`config.mk`:
```
export PLATFORM = sky130hd
export DESIGN_NAME = muldiv_unit
export DESIGN_NICKNAME = d
export VERILOG_FILES = /design/src/rtl/muldiv_unit.sv
export SDC_FILE = /design/constraint.sdc
export NUM_CORES = 1
export LEC_CHECK = 0
export ABC_AREA = 0
export CAP_MARGIN = 40
export CELL_PAD_IN_SITES_DETAIL_PLACEMENT = 0
export CELL_PAD_IN_SITES_GLOBAL_PLACEMENT = 2
export CORE_MARGIN = 3
export CORE_UTILIZATION = 35
export CTS_CLUSTER_SIZE = 28
export DETAILED_ROUTE_END_ITERATION = 10
export PLACE_DENSITY = 0.9
export SLEW_MARGIN = 25
export SYNTH_ARGS = -nofsm -noshare
export SYNTH_HDL_FRONTEND = slang
export SYNTH_SLANG_ARGS = --single-unit
```
`constraint.sdc`:
```
create_clock -name clk -period 9 [get_ports clk]
set_input_delay 1.35 -clock clk [delete_from_list [all_inputs] [get_ports clk]]
set_output_delay 1.35 -clock clk [all_outputs]
set_load 0.05 [all_outputs]
```
`src/rtl/muldiv_unit.sv`:
```
// HI/LO multiply/divide unit: decodes the mult/div/mfhi/mthi/mflo/mtlo Funct group and runs
// a shift-add multiplier or a restoring divider, one iteration per RUN cycle.
module muldiv_unit #(
    parameter int unsigned WIDTH    = 32,
    parameter int unsigned FAST_MUL = 0
) (
    input  logic             clk,
    input  logic             reset,
    input  logic             start,
    input  logic [5:0]       Funct,
    input  logic [WIDTH-1:0] A,
    input  logic [WIDTH-1:0] B,
    output logic             busy,
    output logic             done,
    output logic [WIDTH-1:0] hi,
    output logic [WIDTH-1:0] lo
);

    localparam int unsigned CntW = (WIDTH > 1) ? $clog2(WIDTH) : 1;

    typedef enum logic [1:0] {StIdle, StRun, StFix} state_e;

    state_e state_q, state_d;

    logic [CntW-1:0]    cnt_q, cnt_d;
    logic [2*WIDTH-1:0] acc_q, acc_d;
    logic [WIDTH-1:0]   opnd_q, opnd_d;
    logic [WIDTH-1:0]   a_raw_q, a_raw_d;
    logic               is_mul_q, is_mul_d;
    logic               signed_q, signed_d;
    logic               sign_a_q, sign_a_d;
    logic               sign_b_q, sign_b_d;
    logic               b_zero_q, b_zero_d;
    logic               done_q, done_d;
    logic [WIDTH-1:0]   hi_q, hi_d;
    logic [WIDTH-1:0]   lo_q, lo_d;

    // Decode
    logic op_md, op_mul, op_signed, op_mthi, op_mtlo, accept;

    always_comb begin
        op_md     = (Funct[5:2] == 4'b0110);
        op_mul    = ~Funct[1];
        op_signed = ~Funct[0];
        op_mthi   = (Funct == 6'b010001);
        op_mtlo   = (Funct == 6'b010011);
        accept    = start && (state_q == StIdle);
    end

    // Operand magnitudes
    logic [WIDTH-1:0] mag_a, mag_b;

    always_comb begin
        mag_a = (op_signed && A[WIDTH-1]) ? -A : A;
        mag_b = (op_signed && B[WIDTH-1]) ? -B : B;
    end

    // Iteration datapath; the low half of acc holds the multiplier / quotient bits.
    logic [WIDTH:0]     mul_sum;
    logic [2*WIDTH-1:0] mul_step;
    logic [2*WIDTH-1:0] mul_ext_a, mul_ext_b, mul_full;
    logic [WIDTH:0]     div_shift, div_diff;
    logic               div_ge;
    logic [2*WIDTH-1:0] div_step;

    always_comb begin
        mul_sum   = {1'b0, acc_q[2*WIDTH-1:WIDTH]} + (acc_q[0] ? {1'b0, opnd_q} : '0);
        mul_step  = {mul_sum, acc_q[WIDTH-1:1]};
        mul_ext_a = {{WIDTH{1'b0}}, opnd_q};
        mul_ext_b = {{WIDTH{1'b0}}, acc_q[WIDTH-1:0]};
        mul_full  = mul_ext_a * mul_ext_b;
        div_shift = {acc_q[2*WIDTH-1:WIDTH], acc_q[WIDTH-1]};
        div_diff  = div_shift - {1'b0, opnd_q};
        div_ge    = ~div_diff[WIDTH];
        div_step  = {(div_ge ? div_diff[WIDTH-1:0] : div_shift[WIDTH-1:0]),
                     acc_q[WIDTH-2:0], div_ge};
    end

    // Sign correction applied in FIX
    logic               neg_res;
    logic [2*WIDTH-1:0] prod_fix;
    logic [WIDTH-1:0]   quo, rem, quo_fix, rem_fix;

    always_comb begin
        neg_res  = signed_q && (sign_a_q ^ sign_b_q);
        prod_fix = neg_res ? -acc_q : acc_q;
        quo      = acc_q[WIDTH-1:0];
        rem      = acc_q[2*WIDTH-1:WIDTH];
        quo_fix  = neg_res ? -quo : quo;
        rem_fix  = (signed_q && sign_a_q) ? -rem : rem;
    end

    logic last_iter;

    always_comb begin
        last_iter = ((FAST_MUL != 0) && is_mul_q) || (cnt_q == CntW'(WIDTH - 1));
    end

    // FSM: state register
    always_ff @(posedge clk or posedge reset) begin
        if (reset) begin
            state_q <= StIdle;
        end else begin
            state_q <= state_d;
        end
    end

    // FSM: next state
    always_comb begin
        state_d = state_q;
        unique case (state_q)
            StIdle:  if (accept && op_md) state_d = StRun;
            StRun:   if (last_iter) state_d = StFix;
            StFix:   state_d = StIdle;
            default: state_d = StIdle;
        endcase
    end

    // FSM: outputs
    always_comb begin
        busy = (state_q != StIdle);
        done = done_q;
        hi   = hi_q;
        lo   = lo_q;
    end

    // Datapath next state
    always_comb begin
        cnt_d    = cnt_q;
        acc_d    = acc_q;
        opnd_d   = opnd_q;
        a_raw_d  = a_raw_q;
        is_mul_d = is_mul_q;
        signed_d = signed_q;
        sign_a_d = sign_a_q;
        sign_b_d = sign_b_q;
        b_zero_d = b_zero_q;
        hi_d     = hi_q;
        lo_d     = lo_q;
        done_d   = (state_q == StFix);
        unique case (state_q)
            StIdle: begin
                if (accept && op_md) begin
                    cnt_d    = '0;
                    acc_d    = {{WIDTH{1'b0}}, (op_mul ? mag_b : mag_a)};
                    opnd_d   = op_mul ? mag_a : mag_b;
                    a_raw_d  = A;
                    is_mul_d = op_mul;
                    signed_d = op_signed;
                    sign_a_d = A[WIDTH-1];
                    sign_b_d = B[WIDTH-1];
                    b_zero_d = (B == '0);
                end else if (accept && op_mthi) begin
                    hi_d = A;
                end else if (accept && op_mtlo) begin
                    lo_d = A;
                end
            end
            StRun: begin
                cnt_d = cnt_q + CntW'(1);
                if (is_mul_q) begin
                    acc_d = (FAST_MUL != 0) ? mul_full : mul_step;
                end else begin
                    acc_d = div_step;
                end
            end
            StFix: begin
                if (is_mul_q) begin
                    hi_d = prod_fix[2*WIDTH-1:WIDTH];
                    lo_d = prod_fix[WIDTH-1:0];
                end else if (b_zero_q) begin
                    hi_d = a_raw_q;
                    lo_d = '1;
                end else begin
                    hi_d = rem_fix;
                    lo_d = quo_fix;
                end
            end
            default: ;
        endcase
    end

    always_ff @(posedge clk or posedge reset) begin
        if (reset) begin
            cnt_q    <= '0;
            acc_q    <= '0;
            opnd_q   <= '0;
            a_raw_q  <= '0;
            is_mul_q <= 1'b0;
            signed_q <= 1'b0;
            sign_a_q <= 1'b0;
            sign_b_q <= 1'b0;
            b_zero_q <= 1'b0;
            done_q   <= 1'b0;
            hi_q     <= '0;
            lo_q     <= '0;
        end else begin
            cnt_q    <= cnt_d;
            acc_q    <= acc_d;
            opnd_q   <= opnd_d;
            a_raw_q  <= a_raw_d;
            is_mul_q <= is_mul_d;
            signed_q <= signed_d;
            sign_a_q <= sign_a_d;
            sign_b_q <= sign_b_d;
            b_zero_q <= b_zero_d;
            done_q   <= done_d;
            hi_q     <= hi_d;
            lo_q     <= lo_d;
        end
    end

endmodule

```
### Yosys cells after proc, flatten, opt, wreduce, memory -nomap -nowiden

Cells that the tools add are included.

* $add $sub $neg: 8
* multipliers: 0
* div/mod/pow operators: 0
* $lt $le $gt $ge: 0
* equal/unequal tests: 12
* shift-type cells: 0
* muxes and demuxes: 28
* bitwise logic cells: 4
* reductions and logical operators: 18

Operators with widths (count)
* 32-bit two-way mux: 17
* 64-bit two-way mux: 3
* 32-bit negator: 4
* 32-bit case mux with 2 select lines: 2
* 64-bit case mux with 2 select lines: 1
* 64-bit negator: 1
* 32-bit by 32-bit adder with 33-bit output: 1
* 33-bit by 32-bit subtractor with 33-bit output: 1
* 32-bit logical NOT: 1
* 6-bit by 5-bit == test with 1-bit output (second input constant): 2
* 5-bit case mux with 2 select lines: 1
* 1-bit logical AND: 8
* 2-bit by 1-bit != test with 1-bit output (second input constant): 3
* 2-bit != test (second input constant): 3
* 2-bit AND reduction: 3
* 2-bit nonzero test: 3
* 5-bit by 1-bit adder with 5-bit output (second input constant): 1
* 5-bit == test (second input constant): 1
* 5-bit two-way mux: 1
* 4-bit by 3-bit == test with 1-bit output (second input constant): 1
* 2-bit two-way mux: 2
* 2-bit case mux with 2 select lines: 1
* 4-bit AND reduction: 1
* 1-bit inverter: 3
* other kinds (5): 5

* register bits after elaboration: 205
* bits in latches: 0
* memory bits (writable): 0
* bits in read-only memories: 0
* output and inout bits: 66
* logic and storage cells: 83
* memories kept: 0

### Logic depth before layout (Yosys ltp)

Gate-level depths: netlist (run 1).

* depth in word-level cells: 7
* gate-level depth with buffers: 15
* mapped depth without buffers: 13

### Least setup slack after synthesis (run 1)

OpenSTA, ideal clock, no wires.

* path kind: input port to flip-flop
* from: in A[5]
* to: reg acc_q[25]
* setup time: 0.126 ns
* arrival: 3.494 ns
* required time: 8.874 ns
* setup slack: 5.380 ns
* stages: 9
* cell sequence: clkbuf_1 -> or4_1 -> nor3_1 -> and3b_1 -> nor3b_2 -> a21oi_1 -> xnor2_1 -> a21oi_1 -> a311o_1

* word-level cells in the longest chain between the ends: 5

RTL lines
* start, declared: RTL line 11 `input logic [WIDTH-1:0] A,`
* 32-bit negator: RTL line 54 `mag_a = (op_signed && A[WIDTH-1]) ? -A : A;`
* 32-bit two-way mux: RTL line 54
* 32-bit two-way mux: RTL line 145 `acc_d = {{WIDTH{1'b0}}, (op_mul ? mag_b : mag_a)};`
* 64-bit two-way mux: RTL line 143 `if (accept && op_md) begin`
* 64-bit case mux with 2 select lines: RTL line 141 `unique case (state_q)`
* end signal, assigned: RTL line 186 `acc_q <= '0;`
* end signal, assigned: RTL line 199 `acc_q <= acc_d;`
* end, declared: RTL line 26 `logic [2*WIDTH-1:0] acc_q, acc_d;`

No other way between the ends. The select of a mux whose other input is x is not followed.
A chain may end at the register's enable or synchronous reset.

### Worst setup path after layout (run 1)

* from: reg acc_q[0]
* to: reg acc_q[63]

* word-level cells in the longest chain between the ends: 4

RTL lines
* 32-bit two-way mux: RTL line 67 `mul_sum = {1'b0, acc_q[2*WIDTH-1:WIDTH]} + (acc_q[0] ? {1'b0, opnd_q} : '0);`
* 32-bit by 32-bit adder with 33-bit output: RTL line 67
* 64-bit two-way mux: RTL line 161 `if (is_mul_q) begin`
* 64-bit case mux with 2 select lines: RTL line 141

No other way between the ends.

==> results of run 1 <==
power breakdown:
part	leakage [nW]	internal, mW	switching [mW]
logic	5.27	1.46	2.26
registers	2.46	1.20	0.515
clock network	0.434	0.664	0.448
total	8.17	3.32	3.22
worst paths after layout:
| kind | startpoint | to | depth (start not counted) |
|---|---|---|---|
| setup / recovery | acc_q[0] | acc_q[63] | 13 |
| min in group asynchronous | reset | a_raw_q[16] | 2 |
| hold / removal | a_raw_q[27] | a_raw_q[27] | 2 |
| max in group asynchronous | reset | lo[4] | 4 |
| hold reg to reg | a_raw_q[27] | a_raw_q[27] | 2 |
| setup reg to reg | acc_q[0] | acc_q[63] | 13 |
through the flow:
step	utilization [%]	instance area [um2]	power, mW
6_report	41.5	19900	6.54
5_1_grt	41.5	19900	7.00
4_1_cts	41.4	19900	6.51
3_5_place_dp	39.5	19000	5.38
3_3_place_gp	39.2	18800	5.31
2_1_floorplan	-	17100	4.26
layer usage:
layer	GRT usage, %	routed length [um]
met1	35.1	29600
met2	42.1	31700
met3	3.89	4240
met4	10.2	2890
met5	0	0
flip-flops by register name, summed over array words and instances (netlist names):
| signal | flops |
|---|---|
| done | 1 |
| state_q | 2 |
| lo | 32 |
| sign_b_q | 1 |
| acc_q | 64 |
| hi | 32 |
| b_zero_q | 1 |
| a_raw_q | 32 |
| is_mul_q | 1 |
| cnt_q | 5 |
| opnd_q | 32 |
| signed_q | 1 |
area by class of cell:
class	count	area [um2]	area share, %
antenna	2	5.00	0.0251
clock buffer	36	748	3.75
clock inverter	9	138	0.690
inverter	67	259	1.30
multi-input combinational	1803	11100	55.9
sequential	204	5110	25.6
tap	615	769	3.86
timing repair buffer	177	1770	8.89
cell usage in the layout, fill, tap and decap left out, drive strengths merged, types with 39 or more instances in the layout:
master         Yosys  routed
a21oi            200     200
ha                70      70
dfrtp            204     204
clkdlybuf4s50      0     137
inv               66      67
nand2            310     310
o21ai            221     221
xnor2            104     104
o22ai             39      39
buf               32      39
nor2             202     202
nand3             47      47
a211oi            48      48
xor2              71      71
cells by family (layout without fill, tap and decap cells):
family | Yosys count | in the layout | share of synthesized area [%]
mux | 40 | 40 | 2.35
buf+inv | 227 | 289 | 5.27
compound gates | 750 | 750 | 27.3
flops | 204 | 204 | 29.8
fa+ha+maj | 72 | 72 | 5.35
other cells | 0 | 2 | 0
simple gates | 766 | 766 | 21.0
xor+xnor | 175 | 175 | 8.96
worst register-to-register path, delay by kind of cell (launching register included):
family / cells / cell delay [ns]
AO/OA/AOI/OAI: 8 / 2.69
buffers and inverters: 2 / 0.55
adder cells (fa/ha/maj): 1 / 0.35
flip-flops: 1 / 0.52
AND/OR/NAND/NOR: 2 / 0.33
==> results.json, run 1 <==
{
  "htreeDepth": 1,
  "grt_pass1_wl_mm": 103,
  "hold_buffers": 0,
  "instances_no_fill": 2913,
  "coreArea_mm2": 0.0480,
  "synth_area_leaders": "dfrtp_1, nand2_1, o21ai_0",
  "clock-skew-final_ns": 0.0192,
  "ant_nets": 0,
  "initial_core_util_pct": 35.6,
  "cts_tree": "built",
  "grt_usage_pct": 26.0,
  "rsz0062_at_grt": "no",
  "final-setup-viol-count": 0,
  "slew_headroom_pct": 43.8,
  "synth_edf_count": 0,
  "critPathCaptureType": "flip-flop",
  "yosys_warnings": 0,
  "ys_ff_latch": 204,
  "viasPerCell": 5.99,
  "synth_area_per_cell_um2": 7.66,
  "yosys.area.top_type": "dfrtp_1",
  "ir_worst_vdd_uv": 167,
  "arrival_ns": 5.00,
  "setup_slack_ns": 4.47,
  "grt-ovfl-total": 0,
  "path_common_cell": "o31a_1",
  "r2r_setup_slack_ns": 4.47,
  "dr_total_vias": 17400,
  "cts_inserted_buffers": 26,
  "gp_congestion": 0.894,
  "cp_num_buf_inv": 2,
  "synth_common_cells": "nand2_1, o21ai_0, dfrtp_1",
  "die_x_um": 227,
  "cp_slowest_cell": "o31ai_1",
  "postCtsSetupBuffers": 0,
  "hold_ws_ns": 0.476,
  "clkLatencyLatePin_ns": 0.57,
  "dp_hpwl_mm": 51.6,
  "clkTransAtPathRegs_ns": 0.06,
  "path_delay_family": "compound AO/OA/AOI/OAI gates",
  "startpoint_type": "flip-flop",
  "ys_types": 88,
  "drv_cap": 0,
  "hold_class": "flip-flop to flip-flop",
  "cts_resized": 0,
  "crit_chain": "inv_1, buf_4, nor2_1, ha_1, nor2b_1, o31a_1, o211ai_1, a211oi_1, o21bai_1, o31ai_1, a41oi_1, o31a_1, a32oi_1",
  "yosysMostFrequentCell": "nand2_1",
  "p_per_area_mw_per_mm2": 328,
  "crit_required_ns": 9.47,
  "syn_to_final_growth_pct": 16.5,
  "grt_pass1_vias": 16800,
  "drc": 0,
  "drive_gt1_share_pct": 5.23,
  "cts_root_buf": "clkbuf_16",
  "cts_buffer_depth": 3,
  "min_period_ns": 4.53,
  "maxSlewViolCount": 0,
  "async_reset_ff_share_pct": 100,
  "cts_num_sinks": 204,
  "wirelength_mm": 68.4,
  "path_max_fanout": 30,
  "synth.top_cell.area_share_pct": 29.8,
  "synth_nets": 2379,
  "dieArea_mm2": 0.0516,
  "critPathKind": "flip-flop to flip-flop",
  "fin_nets": 2424,
  "tightest_slew_ns": 0.840,
  "final.setup.tns_ns": 0,
  "grt_max_degree": 92,
  "ys.flop_type": "dfrtp_1",
  "leakagePower_nw": 8.17,
  "status": "completed",
  "period_share_pct": 50.3,
  "max_freq_ghz": 0.221,
  "antenna_found_initial": 2,
  "synth_seq_area_share_pct": 29.8,
  "place_ws_ns": 4.22,
  "firstDrtPassIters": 5,
  "synth_cells": 2234,
  "drt_iter0_markers": 1641,
  "nFillCells": 4908,
  "cpPeakStageDelay_ns": 0.66,
  "fp.dieH_um": 227,
  "port_buffers": 138,
  "row_count": 80,
  "hold_viol": 0,
  "num_io_pins": 139,
  "avgRoutedWirePerCell_um": 23.5,
  "dpl.cell_count": 2862,
  "netlist_area_mm2": 0.0171
}
No activity file was read; power rests on OpenSTA's default activity.
==> inputs of run 2 (changes only) <==
--- a/config.mk
+++ b/config.mk
@@ -10,10 +10,10 @@
 export CELL_PAD_IN_SITES_DETAIL_PLACEMENT = 0
 export CELL_PAD_IN_SITES_GLOBAL_PLACEMENT = 2
 export CORE_MARGIN = 3
-export CORE_UTILIZATION = 35
+export CORE_UTILIZATION = 32
 export CTS_CLUSTER_SIZE = 28
 export DETAILED_ROUTE_END_ITERATION = 10
-export PLACE_DENSITY = 0.9
+export PLACE_DENSITY = 0.87
 export SLEW_MARGIN = 25
 export SYNTH_ARGS = -nofsm -noshare
 export SYNTH_HDL_FRONTEND = slang
==> constraint.sdc (replaced) <==
create_clock -name clk -period 4.1 [get_ports clk]
set_input_delay 0.615 -clock clk [delete_from_list [all_inputs] [get_ports clk]]
set_output_delay 0.615 -clock clk [all_outputs]
set_load 0.05 [all_outputs]
==> results.json, run 2 (synthesis gave the netlist of run 1 again) <==
{
  "crit_required_ns": 4.55,
  "coreArea_mm2": 0.0528,
  "cts_buffer_depth": 3,
  "regToRegEndpoint": "acc_q[46]",
  "largest_reg_flops": 64,
  "final.setup.tns_ns": 0,
  "period_share_pct": 93.3,
  "max_flop_register": "acc_q",
  "p_per_area_mw_per_mm2": 726,
  "die_x_um": 237,
  "r2r_setup_slack_ns": 0.27,
  "critPathKind": "flip-flop to flip-flop",
  "firstDrtPassIters": 6,
  "cp_num_buf_inv": 2,
  "worstReg2RegStart": "acc_q[31]",
  "hold_depth": 2,
  "arrival_ns": 4.27,
  "grt_max_degree": 91,
  "hold_class": "flip-flop to flip-flop",
  "gp_congestion": 0.932,
  "drv_cap": 0,
  "place_ws_ns": 0.168,
  "htreeDepth": 1,
  "hold_buffers": 0,
  "row_count": 84,
  "tightest_slew_ns": 0.801,
  "postCtsSetupBuffers": 0,
  "drt_iter0_markers": 1737,
  "rsz0062_at_grt": "no",
  "critPathCaptureType": "flip-flop",
  "mostFrequentLayoutCells": "nand2_1, o21ai_0, dfrtp_1, a21oi_1, nor2_1",
  "whs_endpoint": "a_raw_q[10]",
  "r2r_cells": 13,
  "grt-ovfl-total": 0,
  "slew_headroom_pct": 46.4,
  "cts_root_buf": "clkbuf_16",
  "initial_core_util_pct": 32.4,
  "leakagePower_nw": 8.63,
  "grt_pass1_vias": 17200,
  "clkLatencyLatePin_ns": 0.58,
  "max_freq_ghz": 0.261,
  "wirelength_mm": 72.9,
  "clock-skew-final_ns": 0.0253,
  "avgRoutedWirePerCell_um": 23.7,
  "grt_usage_pct": 25.1,
  "cpPeakStageDelay_ns": 0.50,
  "num_io_pins": 139,
  "layout_commonest_cell": "nand2_1",
  "cp_slowest_cell": "a211oi_1",
  "drc": 0,
  "cts_inserted_buffers": 26,
  "ant_nets": 0,
  "dp_hpwl_mm": 55.9,
  "cts_num_sinks": 204,
  "setup_slack_ns": 0.275,
  "clkTransAtPathRegs_ns": 0.06,
  "cts_resized": 0,
  "min_period_ns": 3.83,
  "fin_nets": 2514,
  "cts_tree": "built",
  "path_delay_family": "compound AO/OA/AOI/OAI gates",
  "dieArea_mm2": 0.0563,
  "path_max_fanout": 5,
  "hold_viol": 0,
  "port_buffers": 138,
  "syn_to_final_growth_pct": 21.5,
  "drive_gt1_share_pct": 9.09,
  "final-setup-viol-count": 0,
  "grt_pass1_wl_mm": 109,
  "worstHoldStart": "a_raw_q[10]",
  "crit_chain": "inv_1, ha_1, fa_1, nand2b_1, a211oi_1, o21a_1, o211ai_1, a311oi_1, buf_4, o211a_1, mux2_2, a22oi_1, o31ai_1",
  "startpoint_type": "flip-flop",
  "maxSlewViolCount": 0,
  "dr_total_vias": 17900,
  "ir_worst_vdd_uv": 364,
  "status": "completed",
  "antenna-diode-count": 0,
  "antenna_found_initial": 1,
  "viasPerCell": 5.83,
  "fp.dieH_um": 237
}
## run 2: cell types whose count changed in the layout (fill, tap and decap cells not counted), sizes merged
cell,previous run,this run
clkbuf,37,31
buf,39,130
clkinv,5,10
diode,2,0
bufinv,3,5
clkinvlp,1,3
inv,67,65
## run 2: tightest hold or removal path, cell delays in order (launching register included)
cell and delay [ns]:
dfrtp_1 0.34, nand2_1 0.05, nand2_1 0.06
## run 2: through the flow
step | hold slack (ns) | instances | util, % | power (mW) | cell area (um2)
global placement | 0.456 | 3024 | 37.5 | 12.3 | 19800
CTS | 0.479 | 3075 | 39.4 | 15.0 | 20800
floorplan | 0.440 | 2234 | - | 9.34 | 17100
global route | 0.500 | 3076 | 39.4 | 16.1 | 20800
detailed placement | 0.464 | 3028 | 37.6 | 12.4 | 19800
finish | 0.476 | 3076 | 39.4 | 15.1 | 20800
## run 2: power by group
part	internal (mW)	switching, mW
sequential	2.63	0.897
combinational	3.61	5.41
clock	1.54	1.01
## run 2: per-layer routing
metal	global-route usage, %	vias up	wire (um)
met3	3.55	110	5040
met4	6.69	2	2350
met2	41.7	716	33900
met5	0	-	13
li1	-	8344	-
met1	34.3	8746	31600
## run 2: layout make-up
type	count	area (um2)
fillers	5475	32000
multi-input cells	1803	11100
flip-flops and latches	204	5110
repair buffers	267	2480
well taps	688	861
clock buffers	31	699
inverters	67	255
clock inverters	16	233
## run 2: worst max path at each step
| stage | depth (start not counted) | to | slack, ns | start |
|---|---|---|---|---|
| finish | 13 | acc_q[46] | 0.27 | acc_q[31] |
| global route | 13 | acc_q[38] | 0.08 | acc_q[31] |
| CTS | 13 | acc_q[51] | 0.15 | acc_q[31] |
| detailed placement | 13 | acc_q[51] | 0.17 | acc_q[31] |
| global placement | 13 | acc_q[51] | 0.27 | acc_q[31] |
| floorplan | 13 | acc_q[46] | 0.82 | acc_q[31] |
